<file path="src/rtl/power_seq.sv">
// Four-rail power sequencer: ordered ramp-up with power-good checks,
// reverse-order ramp-down, fault latch. Delays come from an external ms timer.
module power_seq #(
    parameter int NUM_RAILS = 4,
    parameter int DLY_ON    = 10,
    parameter int DLY_OFF   = 5
) (
    input  logic        clk,
    input  logic        rst,
    input  logic        start,
    input  logic [3:0]  pg,
    output logic [3:0]  rail_en,
    output logic        delay_en,
    output logic [31:0] delay_ms,
    input  logic        delay_done,
    output logic        ready,
    output logic        fault,
    output logic [1:0]  fault_rail
);

    typedef enum logic [2:0] {
        IDLE,
        RAIL_ON,
        WAIT_ON,
        CHECK_PG,
        READY,
        RAIL_OFF,
        WAIT_OFF,
        FAULT
    } state_t;

    localparam logic [1:0] LAST_IDX = 2'(NUM_RAILS - 1);

    state_t     state_q, state_d;
    logic [1:0] idx_q, idx_d;
    logic [3:0] rail_en_q, rail_en_d;
    logic [1:0] fault_rail_q, fault_rail_d;

    logic       abort;
    logic       go_fault;
    logic       any_on;
    logic [1:0] top_idx;
    logic [1:0] low_fail;

    function automatic logic [3:0] bit_of(input logic [1:0] i);
        return 4'b0001 << i;
    endfunction

    always_ff @(posedge clk or negedge rst) begin
        if (!rst) begin
            state_q      <= IDLE;
            idx_q        <= 2'd0;
            rail_en_q    <= 4'd0;
            fault_rail_q <= 2'd0;
        end else begin
            state_q      <= state_d;
            idx_q        <= idx_d;
            rail_en_q    <= rail_en_d;
            fault_rail_q <= fault_rail_d;
        end
    end

    always_comb begin
        any_on   = |rail_en_q;
        top_idx  = 2'd0;
        low_fail = 2'd0;
        for (int i = 0; i < 4; i++) begin
            if (rail_en_q[i]) top_idx = 2'(i);
        end
        for (int i = 3; i >= 0; i--) begin
            if (!pg[i]) low_fail = 2'(i);
        end
    end

    always_comb begin
        state_d      = state_q;
        idx_d        = idx_q;
        rail_en_d    = rail_en_q;
        fault_rail_d = fault_rail_q;
        abort        = 1'b0;
        go_fault     = 1'b0;

        unique case (state_q)
            IDLE: begin
                if (start) begin
                    state_d   = RAIL_ON;
                    idx_d     = 2'd0;
                    rail_en_d = rail_en_q | bit_of(2'd0);
                end
            end
            RAIL_ON: begin
                if (!start) abort = 1'b1;
                else        state_d = WAIT_ON;
            end
            WAIT_ON: begin
                if (!start)          abort = 1'b1;
                else if (delay_done) state_d = CHECK_PG;
            end
            CHECK_PG: begin
                // A bad rail outranks a simultaneous power-down request.
                if (!pg[idx_q]) begin
                    go_fault     = 1'b1;
                    fault_rail_d = idx_q;
                end else if (!start) begin
                    abort = 1'b1;
                end else if (idx_q == LAST_IDX) begin
                    state_d = READY;
                end else begin
                    state_d   = RAIL_ON;
                    idx_d     = idx_q + 2'd1;
                    rail_en_d = rail_en_q | bit_of(idx_q + 2'd1);
                end
            end
            READY: begin
                if (!(&pg)) begin
                    go_fault     = 1'b1;
                    fault_rail_d = low_fail;
                end else if (!start) begin
                    state_d   = RAIL_OFF;
                    idx_d     = LAST_IDX;
                    rail_en_d = rail_en_q & ~bit_of(LAST_IDX);
                end
            end
            RAIL_OFF: begin
                state_d = WAIT_OFF;
            end
            WAIT_OFF: begin
                if (delay_done) begin
                    if (idx_q != 2'd0) begin
                        state_d   = RAIL_OFF;
                        idx_d     = idx_q - 2'd1;
                        rail_en_d = rail_en_q & ~bit_of(idx_q - 2'd1);
                    end else begin
                        state_d = IDLE;
                    end
                end
            end
            FAULT: begin
                if (!start) begin
                    state_d = IDLE;
                    idx_d   = 2'd0;
                end
            end
            default: begin
                state_d = IDLE;
            end
        endcase

        // Unwind from the highest rail that actually got enabled.
        if (abort) begin
            if (any_on) begin
                state_d   = RAIL_OFF;
                idx_d     = top_idx;
                rail_en_d = rail_en_q & ~bit_of(top_idx);
            end else begin
                state_d = IDLE;
                idx_d   = 2'd0;
            end
        end

        if (go_fault) begin
            state_d   = FAULT;
            rail_en_d = 4'd0;
        end
    end

    assign rail_en    = rail_en_q;
    assign delay_en   = (state_q == WAIT_ON) || (state_q == WAIT_OFF);
    assign delay_ms   = (state_q == WAIT_ON)  ? 32'(DLY_ON)  :
                        (state_q == WAIT_OFF) ? 32'(DLY_OFF) : 32'd0;
    assign ready      = (state_q == READY);
    assign fault      = (state_q == FAULT);
    assign fault_rail = fault_rail_q;

endmodule

</file>
<file path="config.mk">
export PLATFORM = sky130hd
export DESIGN_NAME = power_seq
export DESIGN_NICKNAME = d
export VERILOG_FILES = /design/src/rtl/power_seq.sv
export SDC_FILE = /design/constraint.sdc
export NUM_CORES = 1
export LEC_CHECK = 0
export ABC_AREA = 1
export BUFFER_PORTS_ARGS = -buffer_cell sky130_fd_sc_hd__buf_2
export CAP_MARGIN = 40
export CELL_PAD_IN_SITES_DETAIL_PLACEMENT = 1
export CELL_PAD_IN_SITES_GLOBAL_PLACEMENT = 2
export CORE_ASPECT_RATIO = 0.9
export CORE_MARGIN = 4
export CORE_UTILIZATION = 28
export CTS_CLUSTER_DIAMETER = 30
export CTS_CLUSTER_SIZE = 28
export DETAILED_ROUTE_END_ITERATION = 8
export GPL_TIMING_DRIVEN = 1
export HOLD_SLACK_MARGIN = 0.06
export PLACE_DENSITY = 0.83
export REMOVE_ABC_BUFFERS = 1
export SLEW_MARGIN = 10
export SYNTH_ARGS = -nofsm -noshare
export SYNTH_HDL_FRONTEND = slang
export SYNTH_SLANG_ARGS = --single-unit
</file>
<file path="constraint.sdc">
create_clock -name clk -period 4.2 [get_ports clk]
set_input_delay 0.42 -clock clk [delete_from_list [all_inputs] [get_ports clk]]
set_output_delay 0.42 -clock clk [all_outputs]
set_load 0.02 [all_outputs]
</file>
==> reports/results.ini, run 1 <==
[power]
ir_worst_vdd_mv=0.192
powerDensity_nw_per_um2=723
leakagePower_nw=0.805

[logic_synthesis]
ys_ff_latch=11
synth_top_area_share_pct=20.3
syn-cell-area_um2=1360
syn_area_per_cell_um2=6.65
ys_types=27
yosys-top-cells-area=dfrtp_1, buf_4, nand2_1
seq_area_frac_synth_pct=20.3
yosysWarningCount=0
synth_top_cell_by_area=dfrtp_1
netlist_instances=204

[sta]
setup-tns-final_ps=0
hold_slack_ps=513
finalMaxSlewViolations=0
timing.final.crit_share_pct=43.4
grt_setup_unrepaired=no
period_needed_ps=1820
finalSetupViolCount=0
finalClockSkew_ps=1.32
hold_violations=0
fmax_ghz=0.549

[routing]
num_vias=1289
wl_per_cell_um=13.1
drtIter0Drc=96
vias_per_cell=4.48
postRouteAntennaNets=0
wl_um=3770
firstDrtPassIters=4
drc_errors=0

[global_routing]
grt_pass1_wl_um=6150
antenna_found_initial=0
overflow=0
grt_max_degree=12
grt_pass1_vias=1285
grt_usage_pct=13.2

[setup_path]
rrSetupSlack_ps=2380
cp-end-kind=register
cp.arrival_ps=1950
reg2reg_from=idx_q[0]
rr_worst_depth=10
worstPathRequired_ps=4330
critPathLaunchType=register
crit-reg2reg-capture=idx_q[0]
crit_fanout=10
path_class=reg -> reg

[layout]
drive_gt1_share_pct=23.0
nets=239
antenna_cells=0
area_delta_synth_final_pct=8.03
n_fill_cell=605
final_cell_area_um2=1470
fin_util_pct=32.0

[clock_network]
clk_pin_slew_ps=50
htree_levels=1
clockRootBuffer=clkbuf_8
cts_tree=yes
insertion_delay_ps=240
cts-buffers-inserted=3
cts_setup_buffers=0
post_cts_resized=0
cts_buffer_depth=2
holdBufCountCts=1
clock-sinks=11

[place]
placed_cell_area_um2=1410
dpl.hpwl_um=3160
portBuffers=20
gpl.final_weighted_congestion=0.902

[floorplan]
start_util_pct=29.6
core_area_um2=4580
fp.dieArea_um2=6020
rows=23
die_w_um=81.4
die_h_um=74.0
ios=49

[min_path]
hp-start=start
hp-class=in -> reg
hold-path-endpoint=state_q[0]
hold-path-cell-count=3

[outcome]
status=complete, no violations

[flow_run]
cap_violations=0

[cell type report]
class	instances	area, um^2	area share, %
multi-input cells	167	866	59.1
flip-flops and latches	11	275	18.8
repair buffers	21	110	7.51
inverters	23	91.3	6.23
well taps	62	77.6	5.29
clock buffers	4	45.0	3.07
[worst max-delay path: stages, from the launching register on]
cell and delay (ps):
dfrtp_1 530, inv_2 120, ha_1 260, nor2_1 190, nor2_1 90, a21oi_1 150, nand2_1 80, nand2_1 100
nand2_1 80, nand2_1 60, nand2_1 60
[cell usage after synthesis, drive strengths merged]
cell type and instances:
a21oi 9, a31oi 2, buf 30, conb 1, dfrtp 11, ha 4, inv 23, nand2 57
nand3 23, nand3b 3, nand4 4, nor2 23, nor3 1, nor4 1, o211ai 2, o21a 1
o21ai 8, or2 1
[logic make-up after synthesis]
| group | count (synthesis) | synth area share (%) |
|---|---|---|
| DFF | 11 | 20.3 |
| AOI/OAI and AO/OA | 22 | 9.96 |
| and+or+nand+nor | 113 | 42.4 |
| adders and majority gates | 4 | 3.69 |
| buffers and inverters | 53 | 23.3 |
| other | 1 | 0.276 |
[stage by stage]
| stage | instances | worst slack (ps) | power (mW) |
|---|---|---|---|
| final | 288 | 2380 | 1.06 |
| after global routing | 288 | 2190 | 1.18 |
| after CTS | 288 | 2350 | 1.07 |
| after detailed placement | 283 | 2360 | 0.956 |
| after global placement | 283 | 2350 | 0.953 |
| after floorplan | 201 | 2670 | 0.764 |
[worst max-delay path by stage]
stage / startpoint / to
floorplan: idx_q[0] / idx_q[0]
global placement: idx_q[0] / idx_q[1]
detailed placement: idx_q[0] / idx_q[0]
CTS: idx_q[0] / idx_q[0]
global route: idx_q[0] / idx_q[0]
finish: idx_q[0] / idx_q[0]
[power breakdown]
part	switching (mW)	internal, mW
sequential	0.0745	0.151
combinational	0.494	0.233
clock	0.0402	0.0667
total	0.608	0.451
[metal layers]
layer	share of wire, %	up-vias	GRT usage [%]	wire length [um]
met1	50	594	19.9	1870
met5	0	-	0	0
li1	-	649	-	-
met3	6.5	4	1.45	245
met4	1.1	0	4.88	40
met2	43	42	19.3	1610
[flip-flops by register name (all words and copies together) (netlist names)]
register and cells:
idx_q 2, fault_rail 2, rail_en 4, state_q 3
[layout by cell type, fill, tap and decap left out, types with 5 or more instances in the layout]
| cell type | instances |
|---|---|
| a21oi_1 | 9 |
| buf_2 | 20 |
| conb_1 | 28 |
| dfrtp_1 | 11 |
| inv_1 | 17 |
| nand2_1 | 51 |
| nand3_1 | 18 |
| nand3_2 | 5 |
| nor2_1 | 16 |
Power figures use the tool's default switching activity.
==> inputs of run 2 (changes only) <==
Settings changed: ABC_AREA 1 to 0, CORE_UTILIZATION 28 to 27, PLACE_DENSITY 0.83 to 0.77.
Clock period 4.2 ns to 1.7 ns, I/O delays scaled along.
==> run 2 against run 1 <==
Highest routed layer unchanged. Critical endpoint is now state_q[1]. The flow now finishes with violations (negative setup slack). First-iteration DRC count decreased by 5.2%. Synthesized area decreased by 3.6%. Hold slack got worse by 220 ps. Total power increased to 3.7 times the previous value. Sequential cell count unchanged. Core utilization increased by 13 points.
==> reports/results.ini, run 2 <==
[sta]
finalClockSkew_ps=7.51  ; +6.18 ps
fmax_ghz=0.530  ; -3.5%
period_needed_ps=1890  ; +66.3 ps
setup_slack_ps=-188  ; -2570 ps
finalMaxSlewViolations=0  ; unchanged
hold_slack_ps=293  ; -219 ps
timing.final.crit_share_pct=111  ; +68 points
finalSetupViolCount=9  ; +9
grt_setup_unrepaired=yes
hold_violations=0  ; unchanged

[setup_path]
cp-end-kind=register
cp.arrival_ps=2020  ; +70 ps
crit_fanout=4  ; -6
worstPathRequired_ps=1830  ; -2500 ps
path_class=reg -> reg
critPathLaunchType=register

[global_routing]
overflow=0  ; unchanged
antenna_found_initial=0  ; unchanged
grt_usage_pct=17.5  ; +4.3 points
grt_max_degree=15  ; +3
grt_pass1_wl_um=8020  ; +30%
grt_pass1_vias=1536  ; +20%

[logic_synthesis]
ys_types=48  ; +78%
netlist_instances=167  ; -18%
yosys-top-cells-area=dfrtp_1, buf_4, a21oi_1
seq_area_frac_synth_pct=21.1  ; +0.76 points
syn-cell-area_um2=1310  ; -3.6%
yosysMostFrequentCell=buf_4
yosys-top-cells-count=buf_4, a21oi_1, dfrtp_1, nand2_1, nor2_1
synth_top_area_share_pct=21.1  ; +0.76 points
synth_ff_type=dfrtp_1
synth_top_cell_by_area=dfrtp_1
synth-edff-count=0  ; unchanged
yosysWarningCount=0  ; unchanged
syn_area_per_cell_um2=7.83  ; +18%
ys_ff_latch=11  ; unchanged
async_flop_share_pct=100  ; unchanged

[clock_network]
insertion_delay_ps=250  ; about the same
clk_pin_slew_ps=60  ; about the same
cts_buffer_depth=2  ; unchanged
htree_levels=1  ; unchanged
clock-sinks=11  ; unchanged
cts-buffers-inserted=3  ; unchanged
clockRootBuffer=clkbuf_8
cts_tree=yes

[layout]
drive_gt1_share_pct=52.5  ; +30 points
most-common-layout-cells=buf_4, conb_1, buf_2, nand2_1, a21oi_1
nets=251  ; +5.0%
antenna_cells=0  ; unchanged
final_common_cell=buf_4
area_delta_synth_final_pct=56.7
largest_reg_flops=4  ; unchanged

[power]
power.total_mw=3.94  ; +270%
leakagePower_nw=1.00  ; +25%
powerDensity_nw_per_um2=1920  ; +170%
ir_worst_vdd_mv=1.13  ; +490%

[floorplan]
fp.dieArea_um2=6020  ; about the same
start_util_pct=28.6  ; -1.1 points
die_w_um=81.4  ; about the same
ios=49  ; unchanged
rows=23  ; unchanged
die_h_um=74.0  ; about the same
core_area_um2=4580  ; unchanged

[routing]
wl_per_cell_um=17.4  ; +33%
wl_um=5220  ; +39%
drc_errors=0  ; unchanged
vias_per_cell=4.91  ; +9.7%
postRouteAntennaNets=0  ; unchanged
firstDrtPassIters=4  ; unchanged
num_vias=1473  ; +14%
drtIter0Drc=91  ; -5.2%

[outcome]
status=finished, violations left
violations=negative setup slack

[min_path]
hp-class=in -> reg

[flow_run]
cap_violations=0  ; unchanged

[place]
portBuffers=20  ; unchanged
gpl.final_weighted_congestion=0.812  ; -10%
dpl.hpwl_um=3590  ; +14%

run 2: changes by cell type after synthesis, sizes merged, moves of 5 or more:
cell and change:
inv -16, mux2 +5, clkbuf +7, nand3 -16, nor2 -13, nor2b +6, nand2 -46, a21oi +6
run 2: cells by family (layout without fill, tap and decap cells):
group | Yosys count | in the layout | synth area share (%)
other | 1 | 28 | 0.287
buffers and inverters | 45 | 89 | 21.6
AND/OR/NAND/NOR | 53 | 53 | 21.7
flip-flops | 11 | 11 | 21.1
adder cells (fa/ha/maj) | 4 | 4 | 3.83
multiplexers | 9 | 9 | 8.90
AO/OA/AOI/OAI | 43 | 43 | 21.9
XOR/XNOR | 1 | 1 | 0.670
run 2: path summary, 6_finish.rpt:
check,slack (ps),to,cells after the start,startpoint
max in group asynchronous,1120,idx_q[1],2,rst
worst max register to register,-190,state_q[1],6,state_q[1]
min in group asynchronous,330,state_q[0],2,rst
worst min-delay path,290,fault_rail[0],3,pg[0]
worst max-delay path,-190,state_q[1],6,state_q[1]
worst min register to register,470,fault_rail[1],2,fault_rail[1]
run 2: power breakdown:
| group | switching (mW) | internal [mW] |
|---|---|---|
| clock network | 0.112 | 0.166 |
| registers | 0.114 | 0.385 |
| logic | 1.61 | 1.55 |
| total | 1.84 | 2.10 |
run 2: layout make-up:
| type | count | area [um^2] |
|---|---|---|
| Sequential cell | 11 | 279 |
| Timing Repair Buffer | 78 | 558 |
| Clock buffer | 4 | 45.0 |
| Inverter | 7 | 26.3 |
| Tap cell | 62 | 77.6 |
| Multi-Input combinational cell | 138 | 1060 |
| Fill cell | 577 | 2530 |
run 2: per-layer routing:
metal / vias up / GRT usage, % / part of all wire, %
met5: - / 0 / 0
met4: 0 / 4.88 / 1.6
met3: 12 / 3.27 / 6.0
met2: 63 / 30.8 / 50
met1: 718 / 21.9 / 42
li1: 680 / - / -
run 2: metrics by stage:
step / instance area, um^2 / utilization (%) / TNS [ps] / instances / setup WS [ps]
2_1_floorplan: 1150 / - / -2070 / 156 / -463
3_3_place_gp: 1680 / 36.6 / -1830 / 284 / -301
3_5_place_dp: 1680 / 36.6 / -2270 / 284 / -303
4_1_cts: 1930 / 42.3 / -1050 / 299 / -200
5_1_grt: 2050 / 44.8 / -1830 / 300 / -254
6_report: 2050 / 44.8 / -1140 / 300 / -188
run 2: critical path, cell delays in order, from the launching register on:
cell and delay (ps):
dfrtp_1 400, buf_4 170, nand3b_1 100, o22ai_2 90
or4_4 450, mux2_4 270, a211o_1 290
run 2: repair_timing:
action                                  CTS  global route
resized for setup                        31            27
setup buffers                            10             1
endpoints found under the hold margin    11             0
pin swaps                                 4             4
hold buffers                              1             0
endpoints found under the setup margin   11            16
==> inputs of run 3 (changes only) <==
Settings changed: SETUP_SLACK_MARGIN set to 0.2.
==> run 3 against run 2 <==
The flow still finishes with violations (negative setup slack). Hold slack got worse by 8.0 ps. Die area unchanged. Register-to-register slack worse by 40 ps. Sequential share of layout area shrank 0.52 points. Routed wire length up 1.4%. Non-clock buffer count up 2. Largest cell class unchanged.
==> reports/results.ini, run 3 (synthesis results as in run 2) <==
[outcome]
status=finished, violations left
violations=negative setup slack

[clock_network]
insertion_delay_ps=250  ; about the same
cts_buffer_depth=2  ; unchanged
clockRootBuffer=clkbuf_8
clk_pin_slew_ps=60  ; about the same
cts-buffers-inserted=3  ; unchanged
clock-sinks=11  ; unchanged
htree_levels=1  ; unchanged
cts_tree=yes

[setup_path]
rrSetupSlack_ps=-230  ; -40 ps
crit_chain=buf_6 -> nand3b_1 -> o22ai_4 -> or4_4 -> mux2_4 -> a211o_1
crit-reg2reg-capture=state_q[1]
critPathLaunchType=register
crit_path_max_incr_delay_ps=440  ; about the same
cp.arrival_ps=2070  ; +50 ps
worstPathRequired_ps=1840  ; about the same
path_class=reg -> reg
cp_slowest_cell=or4_4
cp-end-kind=register
rr_worst_depth=6  ; unchanged
reg2reg_from=state_q[0]
crit_fanout=4  ; unchanged

[place]
dpl.hpwl_um=3590  ; unchanged
portBuffers=20  ; unchanged
placed_cell_area_um2=1680  ; unchanged
gpl.final_weighted_congestion=0.812  ; unchanged

[floorplan]
die_h_um=74.0  ; unchanged
fp.dieArea_um2=6020  ; unchanged
die_w_um=81.4  ; unchanged
start_util_pct=28.6  ; unchanged
ios=49  ; unchanged
core_area_um2=4580  ; unchanged
rows=23  ; unchanged

[layout]
most-common-layout-cells=buf_4, conb_1, buf_2, buf_6
nets=253  ; +0.80%
drive_gt1_share_pct=53.8  ; +1.2 points
antenna_cells=0  ; unchanged
final_common_cell=buf_4
final_cell_area_um2=2130  ; +4.0%
area_delta_synth_final_pct=62.9
largest_reg_flops=4  ; unchanged
n_fill_cell=571  ; -1.0%

[power]
leakagePower_nw=1.02  ; +2.2%
ir_worst_vdd_mv=1.14  ; +0.94%
power.total_mw=4.13  ; +4.9%
powerDensity_nw_per_um2=1940  ; +0.93%

[routing]
drtIter0Drc=60  ; -34%
vias_per_cell=4.89  ; -0.39%
wl_per_cell_um=17.5  ; +0.73%
firstDrtPassIters=4  ; unchanged
postRouteAntennaNets=0  ; unchanged
num_vias=1477  ; +0.27%
drc_errors=0  ; unchanged
wl_um=5300  ; +1.4%

[sta]
hold_violations=0  ; unchanged
timing.final.crit_share_pct=114  ; +2.6 points
finalClockSkew_ps=7.43  ; -0.0736 ps
setup_slack_ps=-232  ; -44.3 ps
period_needed_ps=1930  ; +44.3 ps
finalSetupViolCount=9  ; unchanged
finalMaxSlewViolations=0  ; unchanged
fmax_ghz=0.518  ; -2.3%
grt_setup_unrepaired=yes

[global_routing]
gr-usage-met2_pct=31.4  ; +0.54 points
grt_pass1_wl_um=8080  ; +0.77%
grt_max_degree=15  ; unchanged
grt_usage_pct=17.6  ; +0.10 points
busiest_layer=met2
use_met1_pct=21.7  ; -0.15 points
antenna_found_initial=0  ; unchanged
use_met3_pct=3.27  ; unchanged
overflow=0  ; unchanged
grt_pass1_vias=1561  ; +1.6%

[min_path]
hp-start=pg[0]
hold-path-endpoint=fault_rail[0]
hp-class=in -> reg
hold-path-cell-count=3  ; unchanged

[flow_run]
cap_violations=0  ; unchanged

run 3: per-layer routing:
metal | part of all wire, % | vias to the layer above
li1 | - | 686
met1 | 41 | 723
met2 | 51 | 56
met3 | 5.9 | 12
met4 | 1.6 | 0
met5 | 0 | -
run 3: area by class of cell:
type                    instances  area, um^2  share of cell area [%]
clock buffers                   4        45.0                    2.12
repair buffers                 80         614                    28.8
multi-input cells             138        1090                    51.1
inverters                       7        26.3                    1.23
well taps                      62        77.6                    3.64
flip-flops and latches         11         279                    13.1
run 3: repair_timing:
action,4_1_cts,5_1_grt
hold buffers,1,0
resized for setup,49,27
hold endpoints to repair,11,0
endpoints found under the setup margin,17,17
pin swaps,5,4
buffers inserted,10,3
run 3: critical path, delay by kind of cell (launching register included):
family	cells	cell delay (ps)
AOI/OAI and AO/OA	2	390
buffers and inverters	1	150
DFF	1	420
muxes	1	270
and+or+nand+nor	2	590
run 3: per-stage QoR:
stage / utilization, % / setup slack [ps] / TNS [ps] / hold slack [ps] / std cells
after floorplan: - / -463 / -2070 / -126 / 156
after global placement: 36.6 / -301 / -1830 / 66.6 / 284
after detailed placement: 36.6 / -303 / -2270 / 71.5 / 284
after CTS: 43.7 / -200 / -1030 / 278 / 299
after global routing: 46.5 / -281 / -2030 / 305 / 302
final: 46.5 / -232 / -1330 / 285 / 302
run 3: report_power, final:
| group | internal, mW | total [mW] | switching [mW] | leakage (nW) |
|---|---|---|---|---|
| Clock | 0.166 | 0.279 | 0.113 | 0.0228 |
| Combinational | 1.67 | 3.35 | 1.67 | 0.866 |
| Sequential | 0.384 | 0.507 | 0.123 | 0.135 |
| Total | 2.22 | 4.13 | 1.91 | 1.02 |
run 3: worst max-delay path by stage:
stage	end	start	slack, ps	depth (start not counted)
2_1_floorplan	state_q[1]	state_q[1]	-460	6
3_3_place_gp	rail_en[2]	state_q[2]	-300	6
3_5_place_dp	rail_en[2]	state_q[2]	-300	6
4_1_cts	state_q[1]	idx_q[0]	-200	6
5_1_grt	state_q[1]	idx_q[0]	-280	6
6_report	state_q[1]	state_q[0]	-230	6
